$ cat src/rtl/rom_arb_pkg.sv
// Shared constants and types for the two-master ROM arbiter.
package rom_arb_pkg;

  localparam int unsigned M_IFETCH  = 0;
  localparam int unsigned M_DATA    = 1;
  localparam int unsigned RSP_DEPTH = 2;
  localparam int unsigned CNT_W     = $clog2(RSP_DEPTH + 1);

  // Read issued last cycle and which master owns its returning data
  typedef struct packed {
    logic valid;
    logic owner;
  } inflight_t;

endpackage

$ cat src/rtl/rsp_fifo2.sv
// Two-entry response FIFO; head data and count come straight from registers.
module rsp_fifo2
  import rom_arb_pkg::*;
#(
  parameter int unsigned WIDTH = 32
) (
  input  logic             clk,
  input  logic             rst_n,
  input  logic             push,
  input  logic [WIDTH-1:0] push_data,
  input  logic             pop,
  output logic [CNT_W-1:0] count,
  output logic             not_empty,
  output logic [WIDTH-1:0] head_data
);

  logic [WIDTH-1:0] mem_q [RSP_DEPTH];
  logic             wr_ptr_q;
  logic             rd_ptr_q;
  logic             pop_ok;
  logic             push_ok;

  assign not_empty = (count != '0);
  assign pop_ok    = pop && not_empty;
  // A push into a full FIFO is only legal when the head leaves in the same cycle
  assign push_ok   = push && ((count != CNT_W'(RSP_DEPTH)) || pop_ok);
  assign head_data = mem_q[rd_ptr_q];

  always_ff @(posedge clk or negedge rst_n) begin
    if (!rst_n) begin
      for (int i = 0; i < RSP_DEPTH; i++) mem_q[i] <= '0;
      wr_ptr_q <= 1'b0;
      rd_ptr_q <= 1'b0;
      count    <= '0;
    end else begin
      if (push_ok) begin
        mem_q[wr_ptr_q] <= push_data;
        wr_ptr_q        <= ~wr_ptr_q;
      end
      if (pop_ok) rd_ptr_q <= ~rd_ptr_q;
      count <= count + CNT_W'(push_ok) - CNT_W'(pop_ok);
    end
  end

endmodule

$ cat src/rtl/rom_arbiter.sv
// Round-robin arbiter sharing one rom (write port + registered read port)
// between an instruction-fetch master and a data master.
module rom_arbiter
  import rom_arb_pkg::*;
#(
  parameter int unsigned RAM_WIDTH  = 32,
  parameter int unsigned ADDR_WIDTH = 10
) (
  input  logic                  clk,
  input  logic                  rst_n,

  input  logic                  m0_req_valid,
  output logic                  m0_req_ready,
  input  logic                  m0_req_we,
  input  logic [ADDR_WIDTH-1:0] m0_req_addr,
  input  logic [RAM_WIDTH-1:0]  m0_req_wdata,
  output logic                  m0_rsp_valid,
  output logic [RAM_WIDTH-1:0]  m0_rsp_data,
  input  logic                  m0_rsp_ready,

  input  logic                  m1_req_valid,
  output logic                  m1_req_ready,
  input  logic                  m1_req_we,
  input  logic [ADDR_WIDTH-1:0] m1_req_addr,
  input  logic [RAM_WIDTH-1:0]  m1_req_wdata,
  output logic                  m1_rsp_valid,
  output logic [RAM_WIDTH-1:0]  m1_rsp_data,
  input  logic                  m1_rsp_ready,

  output logic                  mem_wr_en,
  output logic [ADDR_WIDTH-1:0] mem_wr_addr,
  output logic [RAM_WIDTH-1:0]  mem_wr_data,
  output logic                  mem_rd_en,
  output logic [ADDR_WIDTH-1:0] mem_rd_addr,
  input  logic [RAM_WIDTH-1:0]  mem_rd_data
);

  localparam int unsigned OCC_W = CNT_W + 1;

  logic [1:0]            req_valid;
  logic [1:0]            req_we;
  logic [1:0]            rsp_ready;
  logic [1:0]            not_empty;
  logic [1:0]            pop;
  logic [1:0]            push;
  logic [1:0]            elig;
  logic [1:0]            rdy;
  logic [1:0]            grant;
  logic [CNT_W-1:0]      cnt  [2];
  logic [OCC_W-1:0]      occ  [2];

  logic                  any_grant;
  logic                  sel;
  logic                  sel_we;
  logic [ADDR_WIDTH-1:0] sel_addr;
  logic [RAM_WIDTH-1:0]  sel_wdata;

  inflight_t             infl_q;
  inflight_t             infl_d;
  logic                  last_q;
  logic                  last_d;

  assign req_valid = {m1_req_valid, m0_req_valid};
  assign req_we    = {m1_req_we,    m0_req_we};
  assign rsp_ready = {m1_rsp_ready, m0_rsp_ready};
  assign pop       = not_empty & rsp_ready;
  assign push[0]   = infl_q.valid && (infl_q.owner == 1'(M_IFETCH));
  assign push[1]   = infl_q.valid && (infl_q.owner == 1'(M_DATA));

  // Eligibility counts buffered + in-flight reads minus the one leaving now
  always_comb begin
    for (int n = 0; n < 2; n++) begin
      occ[n]  = OCC_W'(cnt[n]) + OCC_W'(push[n]) - OCC_W'(pop[n]);
      elig[n] = rst_n && (req_we[n] || (occ[n] < OCC_W'(RSP_DEPTH)));
    end
  end

  // The master that did not win last holds priority; ready ignores own valid
  always_comb begin
    rdy[0] = elig[0] && !(req_valid[1] && elig[1] && (last_q == 1'(M_IFETCH)));
    rdy[1] = elig[1] && !(req_valid[0] && elig[0] && (last_q == 1'(M_DATA)));
  end

  assign grant        = req_valid & rdy;
  assign m0_req_ready = rdy[0];
  assign m1_req_ready = rdy[1];

  assign any_grant = |grant;
  assign sel       = grant[1];
  assign sel_we    = sel ? m1_req_we    : m0_req_we;
  assign sel_addr  = sel ? m1_req_addr  : m0_req_addr;
  assign sel_wdata = sel ? m1_req_wdata : m0_req_wdata;

  // rom port muxing; idle address/data are forced to zero
  always_comb begin
    mem_wr_en   = any_grant && sel_we;
    mem_rd_en   = any_grant && !sel_we;
    mem_wr_addr = mem_wr_en ? sel_addr  : '0;
    mem_wr_data = mem_wr_en ? sel_wdata : '0;
    mem_rd_addr = mem_rd_en ? sel_addr  : '0;
  end

  always_comb begin
    infl_d = '0;
    last_d = last_q;
    if (any_grant) begin
      last_d       = sel;
      infl_d.valid = !sel_we;
      infl_d.owner = sel;
    end
  end

  always_ff @(posedge clk or negedge rst_n) begin
    if (!rst_n) begin
      infl_q <= '0;
      last_q <= 1'(M_DATA);
    end else begin
      infl_q <= infl_d;
      last_q <= last_d;
    end
  end

  rsp_fifo2 #(.WIDTH(RAM_WIDTH)) u_fifo_m0 (
    .clk       (clk),
    .rst_n     (rst_n),
    .push      (push[0]),
    .push_data (mem_rd_data),
    .pop       (pop[0]),
    .count     (cnt[0]),
    .not_empty (not_empty[0]),
    .head_data (m0_rsp_data)
  );

  rsp_fifo2 #(.WIDTH(RAM_WIDTH)) u_fifo_m1 (
    .clk       (clk),
    .rst_n     (rst_n),
    .push      (push[1]),
    .push_data (mem_rd_data),
    .pop       (pop[1]),
    .count     (cnt[1]),
    .not_empty (not_empty[1]),
    .head_data (m1_rsp_data)
  );

  assign m0_rsp_valid = not_empty[0];
  assign m1_rsp_valid = not_empty[1];

endmodule

$ cat config.mk
export PLATFORM = sky130hd
export DESIGN_NAME = rom_arbiter
export DESIGN_NICKNAME = d
export VERILOG_FILES = /design/src/rtl/rom_arb_pkg.sv /design/src/rtl/rsp_fifo2.sv /design/src/rtl/rom_arbiter.sv
export SDC_FILE = /design/constraint.sdc
export NUM_CORES = 1
export LEC_CHECK = 0
export BUFFER_PORTS_ARGS = -buffer_cell sky130_fd_sc_hd__buf_2
export CAP_MARGIN = 20
export CORE_MARGIN = 2
export CORE_UTILIZATION = 40
export DETAILED_ROUTE_END_ITERATION = 8
export GPL_TIMING_DRIVEN = 0
export PLACE_DENSITY = 0.62
export SLEW_MARGIN = 10
export SYNTH_ARGS = -nofsm -noshare
export SYNTH_HDL_FRONTEND = slang
export SYNTH_HIERARCHICAL = 1
export SYNTH_SLANG_ARGS = --single-unit
$ cat constraint.sdc
create_clock -name clk -period 4.42 [get_ports clk]
set_input_delay 0.884 -clock clk [delete_from_list [all_inputs] [get_ports clk]]
set_output_delay 0.884 -clock clk [all_outputs]
set_load 0.02 [all_outputs]
==> impl_metrics.env, run 1 <==
export IMPL_grt_pass1_wl_um=29700
export IMPL_synth_async_reset_ratio=1.00
export IMPL_grt_pass1_vias=5532
export IMPL_yosys_warnings=6
export IMPL_internal_power_uw=4580
export IMPL_cts_buffers=17
export IMPL_htree_levels=4
export IMPL_ys_seq_area_frac=0.462
export IMPL_p_switching_uw=2650
export IMPL_clkPwrFrac=0.193
export IMPL_hold_class="flip-flop to flip-flop"
export IMPL_final_cell_mix="245 x buf_2, 135 x dfrtp_1, 120 x mux2_4"
export IMPL_syn_num_nets=622
export IMPL_cp_top_family="adder cells"
export IMPL_antenna_found_initial=0
export IMPL_crit_path_top_delay_cell="fa_2"
export IMPL_required_ns=3.54
export IMPL_drt_initial_drc_count=207
export IMPL_layout_drive_gt1_share=0.729
export IMPL_via_count=5079
export IMPL_core_um2=18600
export IMPL_synth_cell_types=37
export IMPL_gr_usage_all_layers=0.192
export IMPL_drc_errors=0
export IMPL_maxCapViolCount=0
export IMPL_final_antenna_net_count=0
export IMPL_grt_max_degree=91
export IMPL_seq_power_share=0.309
export IMPL_viasPerCell=4.99
export IMPL_worstPathMaxFanout=10
export IMPL_cts_clk_slew_worst_paths_ns=0.06
export IMPL_synthesis_area_um2=7530
export IMPL_crit_top_cell="buf_6"
export IMPL_worst_path_buf_inv=3
export IMPL_die_w_um=141
export IMPL_cts_tree="yes"
export IMPL_place_gp_congestion=0.807
export IMPL_start_kind="flip-flop"
export IMPL_worstSetupEndpointType="primary output"
export IMPL_diodes=0
export IMPL_die_h_um=141
export IMPL_route_detailed_wl_per_inst_um=18.8
export IMPL_p_per_area_nw_per_um2=732
export IMPL_syn_instance_count=490
export IMPL_dp_slack_ns=0.112
export IMPL_area_delta_synth_final_pct=31.3
export IMPL_worst_ep_arrival_time_ns=3.40
export IMPL_final_util=0.532
export IMPL_dp_hpwl_um=13500
export IMPL_ios=246
export IMPL_synth_seq_cells=139
export IMPL_fin_area_um2=9880
export IMPL_combPwrFrac=0.498
export IMPL_irDropWorstVdd_uv=328
export IMPL_power_static_leakage_uw=0.00487
export IMPL_hold_buffers=0
export IMPL_hold_viol=0
export IMPL_final_common_cell="buf_2"
export IMPL_fmax_mhz=234
export IMPL_place_area_um2=9080
export IMPL_worst_slack_ns=0.140
export IMPL_synth_area_per_cell_um2=15.4
export IMPL_finalClockSkew_ns=0.00913
export IMPL_rsz0062_at_grt="false"
export IMPL_path_cells="or2_4 > and2_4 > ha_1 > nor2b_1 > fa_2 > nor2b_4 > a22o_4 > a211oi_4 > buf_6 > buf_6 > a22o_2 > buf_2"
export IMPL_p_sw_frac=0.366
export IMPL_overflow=0
export IMPL_ys_flop_type="dfrtp_1"
export IMPL_synth_edf_count=0
export IMPL_dr_pass1_iters=4
export IMPL_cts_root_buf="clkbuf_16"
export IMPL_dieArea_um2=19900
export IMPL_worst_slew_pin_slew_ns=0.830
export IMPL_status="complete, no violations"
export IMPL_totalWireLength_um=19100
export IMPL_min_period_ns=4.28
export IMPL_final_setup_viol_count=0
export IMPL_initial_core_util=0.405
export IMPL_crit_path_max_incr_delay_ns=0.58
export IMPL_min_period_over_period=0.968
export IMPL_clk_latency_ns=0.42
export IMPL_cts_sinks=139
export IMPL_crit_type="flip-flop to primary output"
export IMPL_rows=50
export IMPL_slew_viol_final=0
export IMPL_fin_nets=902
export IMPL_max_slew_margin=0.446
export IMPL_port_buffer_count=245
export IMPL_cts_buffer_depth=2
==> metrics by stage <==
stage / power (µW) / hold slack [ns] / cells / setup TNS, ns
floorplan: 4770 / 0.475 / 490 / 0
global placement: 5660 / 0.485 / 969 / -73.49
detailed placement: 5740 / 0.490 / 970 / 0
CTS: 7250 / 0.509 / 1010 / 0
global route: 7650 / 0.522 / 1017 / 0
finish: 7230 / 0.504 / 1017 / 0
==> final timing paths <==
path,cells past startpoint,slack [ns],to,from
worst min-delay path,1,0.50,u_fifo_m1/mem_q[44],u_fifo_m1/mem_q[44]
worst max-delay path,12,0.14,mem_wr_data[18],u_fifo_m1/count[1]
worst min register to register,1,0.50,u_fifo_m1/mem_q[44],u_fifo_m1/mem_q[44]
max in group asynchronous,2,3.14,u_fifo_m1/mem_q[14],rst_n
worst max register to register,12,1.46,infl_q[1],u_fifo_m0/count[1]
min in group asynchronous,1,0.54,u_fifo_m1/mem_q[2],rst_n
==> cell usage after synthesis, drive strengths merged (2+ instances only) <==
cell | number | area share
buf | 26 | 0.034
nor2 | 4 | 0.0027
a22o | 53 | 0.068
a211oi | 4 | 0.0073
nand2b | 2 | 0.0017
ha | 6 | 0.010
dfrtp | 138 | 0.46
clkbuf | 2 | 0.0010
xor2 | 4 | 0.0047
nor3 | 3 | 0.0035
or2 | 2 | 0.0017
and2 | 5 | 0.0042
nand2 | 3 | 0.0015
a21oi | 4 | 0.0027
fa | 2 | 0.0053
nor3b | 4 | 0.010
mux2 | 192 | 0.35
nor2b | 4 | 0.0043
xnor2 | 7 | 0.0081
nand3 | 2 | 0.0013
inv | 15 | 0.0075
==> registers in the layout, indices dropped and copies added (netlist names) <==
| register | count |
|---|---|
| infl_q | 2 |
| last_q | 1 |
| u_fifo_m0/count | 2 |
| u_fifo_m0/mem_q | 64 |
| u_fifo_m0/rd_ptr_q | 1 |
| u_fifo_m0/wr_ptr_q | 1 |
| u_fifo_m1/count | 2 |
| u_fifo_m1/mem_q | 64 |
| u_fifo_m1/rd_ptr_q | 1 |
| u_fifo_m1/wr_ptr_q | 1 |
==> routing by layer <==
| layer | GRT usage | vias up | part of all wire |
|---|---|---|---|
| met2 | 0.311 | 166 | 0.49 |
| met3 | 0.0520 | 21 | 0.051 |
| li1 | - | 2355 | - |
| met5 | 0 | - | 0 |
| met4 | 0.0589 | 0 | 0.013 |
| met1 | 0.252 | 2537 | 0.45 |
==> cells by family (layout without fill, tap and decap cells) <==
logic type	Yosys count	count (layout)	share of synthesized area
multiplexers	192	192	0.347
AO/OA/AOI/OAI	64	64	0.0826
adder cells (fa/ha/maj)	8	8	0.0153
AND/OR/NAND/NOR	33	33	0.0374
buffers and inverters	43	336	0.0424
XOR/XNOR	11	11	0.0128
flip-flops	139	139	0.462
==> power by group through the flow <==
stage / clock (µW) / combinational, µW / sequential [µW]
after floorplan: 0 / 2630 / 2130
after global placement: 0 / 3460 / 2210
after detailed placement: 0 / 3500 / 2250
after CTS: 1430 / 3580 / 2230
after global routing: 1500 / 3840 / 2310
final: 1400 / 3600 / 2230
==> repair_timing <==
item	in CTS	in global routing
setup buffers	7	7
pin swaps	5	9
setup endpoints to repair	51	52
gates resized for setup	9	16
gates cloned	1	0
==> final cells by class <==
| cell class | count | area, µm² |
|---|---|---|
| Buffer | 28 | 263 |
| Clock buffer | 19 | 453 |
| Clock inverter | 13 | 129 |
| Fill cell | 1609 | 8700 |
| Inverter | 15 | 56.3 |
| Multi-Input combinational cell | 308 | 3780 |
| Sequential cell | 139 | 3480 |
| Tap cell | 234 | 293 |
| Timing Repair Buffer | 261 | 1430 |
(Power assumes the default switching activity.)
==> run 2, diff against run 1 <==
==> constraint.sdc (replaced) <==
create_clock -name clk -period 4.8 [get_ports clk]
set_input_delay 0.96 -clock clk [delete_from_list [all_inputs] [get_ports clk]]
set_output_delay 0.96 -clock clk [all_outputs]
set_load 0.02 [all_outputs]
==> run 2 against run 1 <==
  * Via count fell by 0.63%
  * Die area did not move
  * Clock power fell by 9%
  * Combinational power fell by 11%
  * Global-route usage fell by 0.17 points
  * Sequential cell count did not move
  * Worst setup slack improved by 0.036 ns
  * Hold slack barely moved
  * Sequential power fell by 8%
  * Critical path type unchanged
  * Largest cell class unchanged
  * Highest routed layer unchanged
==> impl_metrics.env, run 2 (synthesis results as in run 1) <==
export IMPL_area_delta_synth_final_pct=28.4
export IMPL_place_inst=970
export IMPL_crit_type="flip-flop to primary output"
export IMPL_maxCapViolCount=0
export IMPL_via_count=5047
export IMPL_diodes=0
export IMPL_slew_viol_final=0
export IMPL_cts_resized=0
export IMPL_max_slew_margin=0.445
export IMPL_core_um2=18600
export IMPL_cts_buffers=17
export IMPL_htree_levels=4
export IMPL_ff2ff_path_depth=10
export IMPL_p_per_area_nw_per_um2=678
export IMPL_worstSetupEndpointType="primary output"
export IMPL_die_h_um=141
export IMPL_instances_no_fill=1002
export IMPL_irDropWorstVdd_uv=302
export IMPL_fin_nets=887
export IMPL_cts_setup_buffers=0
export IMPL_worstHoldPathCells=1
export IMPL_final_common_cell="buf_2"
export IMPL_power_total_uw=6550
export IMPL_worst_slew_pin_slew_ns=0.833
export IMPL_hold_viol=0
export IMPL_cts_root_buf="clkbuf_16"
export IMPL_final_antenna_net_count=0
export IMPL_min_period_over_period=0.963
export IMPL_finalClockSkew_ns=0.00876
export IMPL_reg2reg_from="u_fifo_m0/count[1]"
export IMPL_dieArea_um2=19900
export IMPL_place_area_um2=9080
export IMPL_start_kind="flip-flop"
export IMPL_rows=50
export IMPL_die_w_um=141
export IMPL_cts_tree="yes"
export IMPL_grt_pass1_wl_um=29500
export IMPL_drc_errors=0
export IMPL_fill_cells=1625
export IMPL_grt_max_degree=91
export IMPL_dr_pass1_iters=4
export IMPL_dp_hpwl_um=13500
export IMPL_power_static_leakage_uw=0.00477
export IMPL_clk_latency_ns=0.42
export IMPL_port_buffer_count=245
export IMPL_grt_pass1_vias=5481
export IMPL_gr_usage_all_layers=0.190
export IMPL_place_gp_congestion=0.807
export IMPL_rsz0062_at_grt="false"
export IMPL_cts_sinks=139
export IMPL_ios=246
export IMPL_hold_end="u_fifo_m1/mem_q[44]"
export IMPL_drt_initial_drc_count=210
export IMPL_viasPerCell=5.04
export IMPL_antenna_found_initial=0
export IMPL_final_setup_viol_count=0
export IMPL_rr_endpoint="infl_q[1]"
export IMPL_cts_buffer_depth=2
export IMPL_required_ns=3.84
export IMPL_totalWireLength_um=18800
export IMPL_fmax_mhz=216
export IMPL_cts_clk_slew_worst_paths_ns=0.06
export IMPL_layout_drive_gt1_share=0.710
export IMPL_worstHoldStart="u_fifo_m1/mem_q[44]"
export IMPL_hold_buffers=0
export IMPL_reg_top3="u_fifo_m0/mem_q: 64 flops, u_fifo_m1/mem_q: 64 flops"
export IMPL_ff2ff_setup_slack_ns=1.65
export IMPL_worstPathMaxFanout=10
export IMPL_initial_core_util=0.405
export IMPL_hold_class="flip-flop to flip-flop"
export IMPL_fin_area_um2=9660
export IMPL_min_period_ns=4.62
export IMPL_overflow=0
export IMPL_status="complete, no violations"
export IMPL_worst_ep_arrival_time_ns=3.66
export IMPL_route_detailed_wl_per_inst_um=18.8
export IMPL_final_cell_mix="249 x buf_2, 138 x dfrtp_1, 120 x mux2_4"
==> run 2: worst max path at each step <==
stage,slack [ns],endpoint,depth (start not counted),startpoint
3_3_place_gp,-1.19,mem_wr_addr[7],6,rst_n
6_report,0.18,mem_rd_en,11,u_fifo_m0/count[1]
5_1_grt,0.01,mem_rd_en,11,u_fifo_m0/count[1]
4_1_cts,0.10,mem_rd_en,11,u_fifo_m0/count[1]
2_1_floorplan,0.64,mem_rd_en,9,m0_rsp_ready
3_5_place_dp,0.34,mem_rd_en,11,m0_rsp_ready
==> run 2: final cells by class <==
| cell class | instances | area (µm²) | share of cell area |
|---|---|---|---|
| clock buffers | 19 | 453 | 0.0469 |
| multi-input cells | 308 | 3730 | 0.386 |
| well taps | 234 | 293 | 0.0303 |
| flip-flops and latches | 139 | 3480 | 0.360 |
| inverters | 15 | 56.3 | 0.00583 |
| repair buffers | 246 | 1260 | 0.131 |
| clock inverters | 13 | 129 | 0.0133 |
| plain buffers | 28 | 263 | 0.0272 |
==> run 2: through the flow <==
stage                     hold WS (ns)  setup WS [ns]  utilization  TNS, ns
after floorplan                  0.475          0.639            -        0
after global placement           0.485          -1.19        0.487   -60.61
after detailed placement         0.490          0.340        0.489        0
after CTS                        0.509          0.102        0.520        0
after global routing             0.522         0.0117        0.520        0
final                            0.504          0.176        0.520        0
==> run 2: power by group <==
group	total, µW	leakage [µW]	internal [µW]	switching (µW)
Combinational	3200	0.00282	1660	1550
Sequential	2060	0.00168	1740	326
Clock	1280	0.000276	752	532
==> run 2: metal layers <==
metal  global-route usage  part of all wire  vias up
met3               0.0520             0.052       25
li1                     -                 -     2323
met5                    0                 0        -
met2                0.308              0.48      175
met1                0.250              0.45     2524
met4               0.0589             0.015        0
==> run 2: worst max-delay path, stage by stage (launching register included) <==
cell and delay, ns:
dfrtp_1 0.45, or2_2 0.34, and2_1 0.21, ha_1 0.30, nor2b_1 0.15, fa_1 0.47, nand3b_1 0.23, o211ai_4 0.31
nor3_4 0.12, buf_6 0.17, nor4b_2 0.30, buf_4 0.21
==> run 3, diff against run 2 <==
--- a/config.mk
+++ b/config.mk
@@ -8,10 +8,10 @@
 export BUFFER_PORTS_ARGS = -buffer_cell sky130_fd_sc_hd__buf_2
 export CAP_MARGIN = 20
 export CORE_MARGIN = 2
-export CORE_UTILIZATION = 40
+export CORE_UTILIZATION = 50
 export DETAILED_ROUTE_END_ITERATION = 8
 export GPL_TIMING_DRIVEN = 0
-export PLACE_DENSITY = 0.62
+export PLACE_DENSITY = 0.76
 export SLEW_MARGIN = 10
 export SYNTH_ARGS = -nofsm -noshare
 export SYNTH_HDL_FRONTEND = slang
==> run 3 against run 2 <==
  * Final cell count down 4.5%
  * Fmax down 0.64%
  * Sequential power about the same
  * Total power up 3.7%
  * Highest routed layer unchanged
  * Critical path depth up 1
  * Clock power up 17%
  * Largest cell class unchanged
  * Routed wire length down 0.34%
  * Non-clock buffer count up 3
  * Hold slack worse by 0.00093 ns
  * Register-to-register slack worse by 0.04 ns
  * Combinational power about the same
  * Critical endpoint is now mem_wr_data[17]
==> impl_metrics.env, run 3 (synthesis results as in run 1) <==
export IMPL_die_w_um=127
export IMPL_overflow=0
export IMPL_max_slew_margin=0.530
export IMPL_route_detailed_wl_per_inst_um=19.6
export IMPL_final_common_cell="buf_2"
export IMPL_irDropWorstVdd_uv=374
export IMPL_slew_viol_final=0
export IMPL_final_cell_mix="249 x buf_2, 137 x dfrtp_1, 120 x mux2_4"
export IMPL_combPwrFrac=0.475
export IMPL_cp_top_family="simple AND/OR/NAND/NOR gates"
export IMPL_dieArea_um2=16000
export IMPL_via_count=5140
export IMPL_hold_viol=0
export IMPL_fmax_mhz=215
export IMPL_hold_class="flip-flop to flip-flop"
export IMPL_status="complete, no violations"
export IMPL_final_setup_viol_count=0
export IMPL_worstPathMaxFanout=10
export IMPL_worst_path_buf_inv=3
export IMPL_cp_endpoint="mem_wr_data[17]"
export IMPL_final_util=0.666
export IMPL_rows=44
export IMPL_die_h_um=127
export IMPL_maxCapViolCount=0
export IMPL_power_total_uw=6790
export IMPL_cts_root_buf="clkbuf_16"
export IMPL_ios=246
export IMPL_core_um2=14600
export IMPL_internal_power_uw=4410
export IMPL_fin_nets=890
export IMPL_ff2ff_path_depth=11
export IMPL_port_buffer_count=245
export IMPL_worst_ep_arrival_time_ns=3.69
export IMPL_setup_worst_path_start="u_fifo_m0/count[0]"
export IMPL_min_period_ns=4.65
export IMPL_cts_sinks=139
export IMPL_hold_buffers=0
export IMPL_clk_latency_ns=0.41
export IMPL_cts_clk_slew_worst_paths_ns=0.06
export IMPL_totalWireLength_um=18800
export IMPL_p_sw_frac=0.351
export IMPL_gr_usage_all_layers=0.238
export IMPL_reg_top3="u_fifo_m0/mem_q: 64 flops, u_fifo_m1/mem_q: 64 flops"
export IMPL_worst_slew_pin_slew_ns=0.705
export IMPL_crit_type="flip-flop to primary output"
export IMPL_grt_max_degree=74
export IMPL_drt_initial_drc_count=206
export IMPL_reg2reg_from="u_fifo_m0/count[0]"
export IMPL_htree_levels=4
export IMPL_viasPerCell=5.37
export IMPL_required_ns=3.84
export IMPL_antenna_found_initial=2
export IMPL_ff2ff_setup_slack_ns=1.61
export IMPL_min_period_over_period=0.969
export IMPL_p_per_area_nw_per_um2=696
export IMPL_p_switching_uw=2390
export IMPL_power_static_leakage_uw=0.00485
export IMPL_initial_core_util=0.514
export IMPL_holdWs_ns=0.503
export IMPL_place_gp_congestion=0.947
export IMPL_layout_drive_gt1_share=0.715
export IMPL_grt_pass1_wl_um=29700
export IMPL_dr_pass1_iters=6
export IMPL_crit_path_top_delay_cell="fa_1"
export IMPL_finalClockSkew_ns=0.0134
export IMPL_dp_slack_ns=0.329
export IMPL_start_kind="flip-flop"
export IMPL_clkPwrFrac=0.220
export IMPL_area_delta_synth_final_pct=29.7
export IMPL_dp_hpwl_um=13700
export IMPL_path_cells="or2_2 > and2_1 > ha_1 > nor2b_2 > fa_1 > nand3b_1 > o211ai_4 > nor3_4 > buf_12 > buf_6 > a22o_2 > buf_2"
export IMPL_seq_power_share=0.304
export IMPL_worst_slack_ns=0.146
export IMPL_grt_pass1_vias=5558
export IMPL_final_antenna_net_count=0
export IMPL_drc_errors=0
export IMPL_cts_buffers=17
export IMPL_rr_endpoint="infl_q[1]"
export IMPL_crit_cells=12
export IMPL_worstSetupEndpointType="primary output"
export IMPL_cts_buffer_depth=2
export IMPL_crit_path_max_incr_delay_ns=0.46
export IMPL_cts_tree="yes"
run 3: worst min-delay path by stage:
| stage | slack, ns | startpoint | cells past startpoint | endpoint |
|---|---|---|---|---|
| 6_report | 0.50 | u_fifo_m1/mem_q[31] | 1 | u_fifo_m1/mem_q[31] |
| 5_1_grt | 0.52 | u_fifo_m1/mem_q[40] | 1 | u_fifo_m1/mem_q[40] |
| 4_1_cts | 0.51 | u_fifo_m0/mem_q[31] | 1 | u_fifo_m0/mem_q[31] |
| 3_5_place_dp | 0.49 | u_fifo_m1/mem_q[29] | 1 | u_fifo_m1/mem_q[29] |
| 2_1_floorplan | 0.47 | u_fifo_m0/mem_q[0] | 1 | u_fifo_m0/mem_q[0] |
| 3_3_place_gp | 0.48 | u_fifo_m1/mem_q[0] | 1 | u_fifo_m1/mem_q[0] |
run 3: through the flow:
| step | TNS [ns] | instance area [µm²] | instances |
|---|---|---|---|
| 2_1_floorplan | 0 | 7530 | 490 |
| 3_3_place_gp | -56.74 | 8980 | 919 |
| 3_5_place_dp | 0 | 9020 | 920 |
| 4_1_cts | 0 | 9700 | 952 |
| 5_1_grt | -0.00933 | 9760 | 957 |
| 6_report | 0 | 9760 | 957 |
run 3: worst register-to-register path, cell delays in order, from the launching register on:
cell and delay (ns):
dfrtp_1 0.43, or2_2 0.31, and2_1 0.21, ha_1 0.31, nor2b_2 0.14, fa_1 0.46, nand3b_1 0.26, o211ai_4 0.33
nor3_4 0.09, buf_12 0.15, buf_6 0.14, nor4b_4 0.25
run 3: power groups by stage:
stage	Clock [µW]	Combinational, µW	Sequential [µW]
floorplan	0	2430	1970
global placement	0	3140	2030
detailed placement	0	3200	2070
CTS	1530	3230	2070
global route	1580	3440	2140
finish	1500	3230	2070
run 3: layer usage:
| metal | wire length (µm) | GRT usage |
|---|---|---|
| met5 | 0 | 0 |
| met4 | 539 | 0.102 |
| met3 | 978 | 0.0472 |
| met2 | 9540 | 0.407 |
| met1 | 7720 | 0.294 |
run 3: repair_timing:
| action | 4_1_cts | 5_1_grt |
|---|---|---|
| buffers inserted | 0 | 3 |
| resized for setup | 0 | 5 |
| hold endpoints to repair | 0 | 0 |
| setup endpoints to repair | 0 | 45 |
run 3: layout make-up:
class,count,area [µm²]
plain buffers,28,263
clock inverters,14,240
inverters,15,56.3
repair buffers,249,1300
multi-input cells,308,3750
fillers,1045,4890
clock buffers,18,439
diodes,2,5.00
well taps,184,230
flip-flops and latches,139,3480
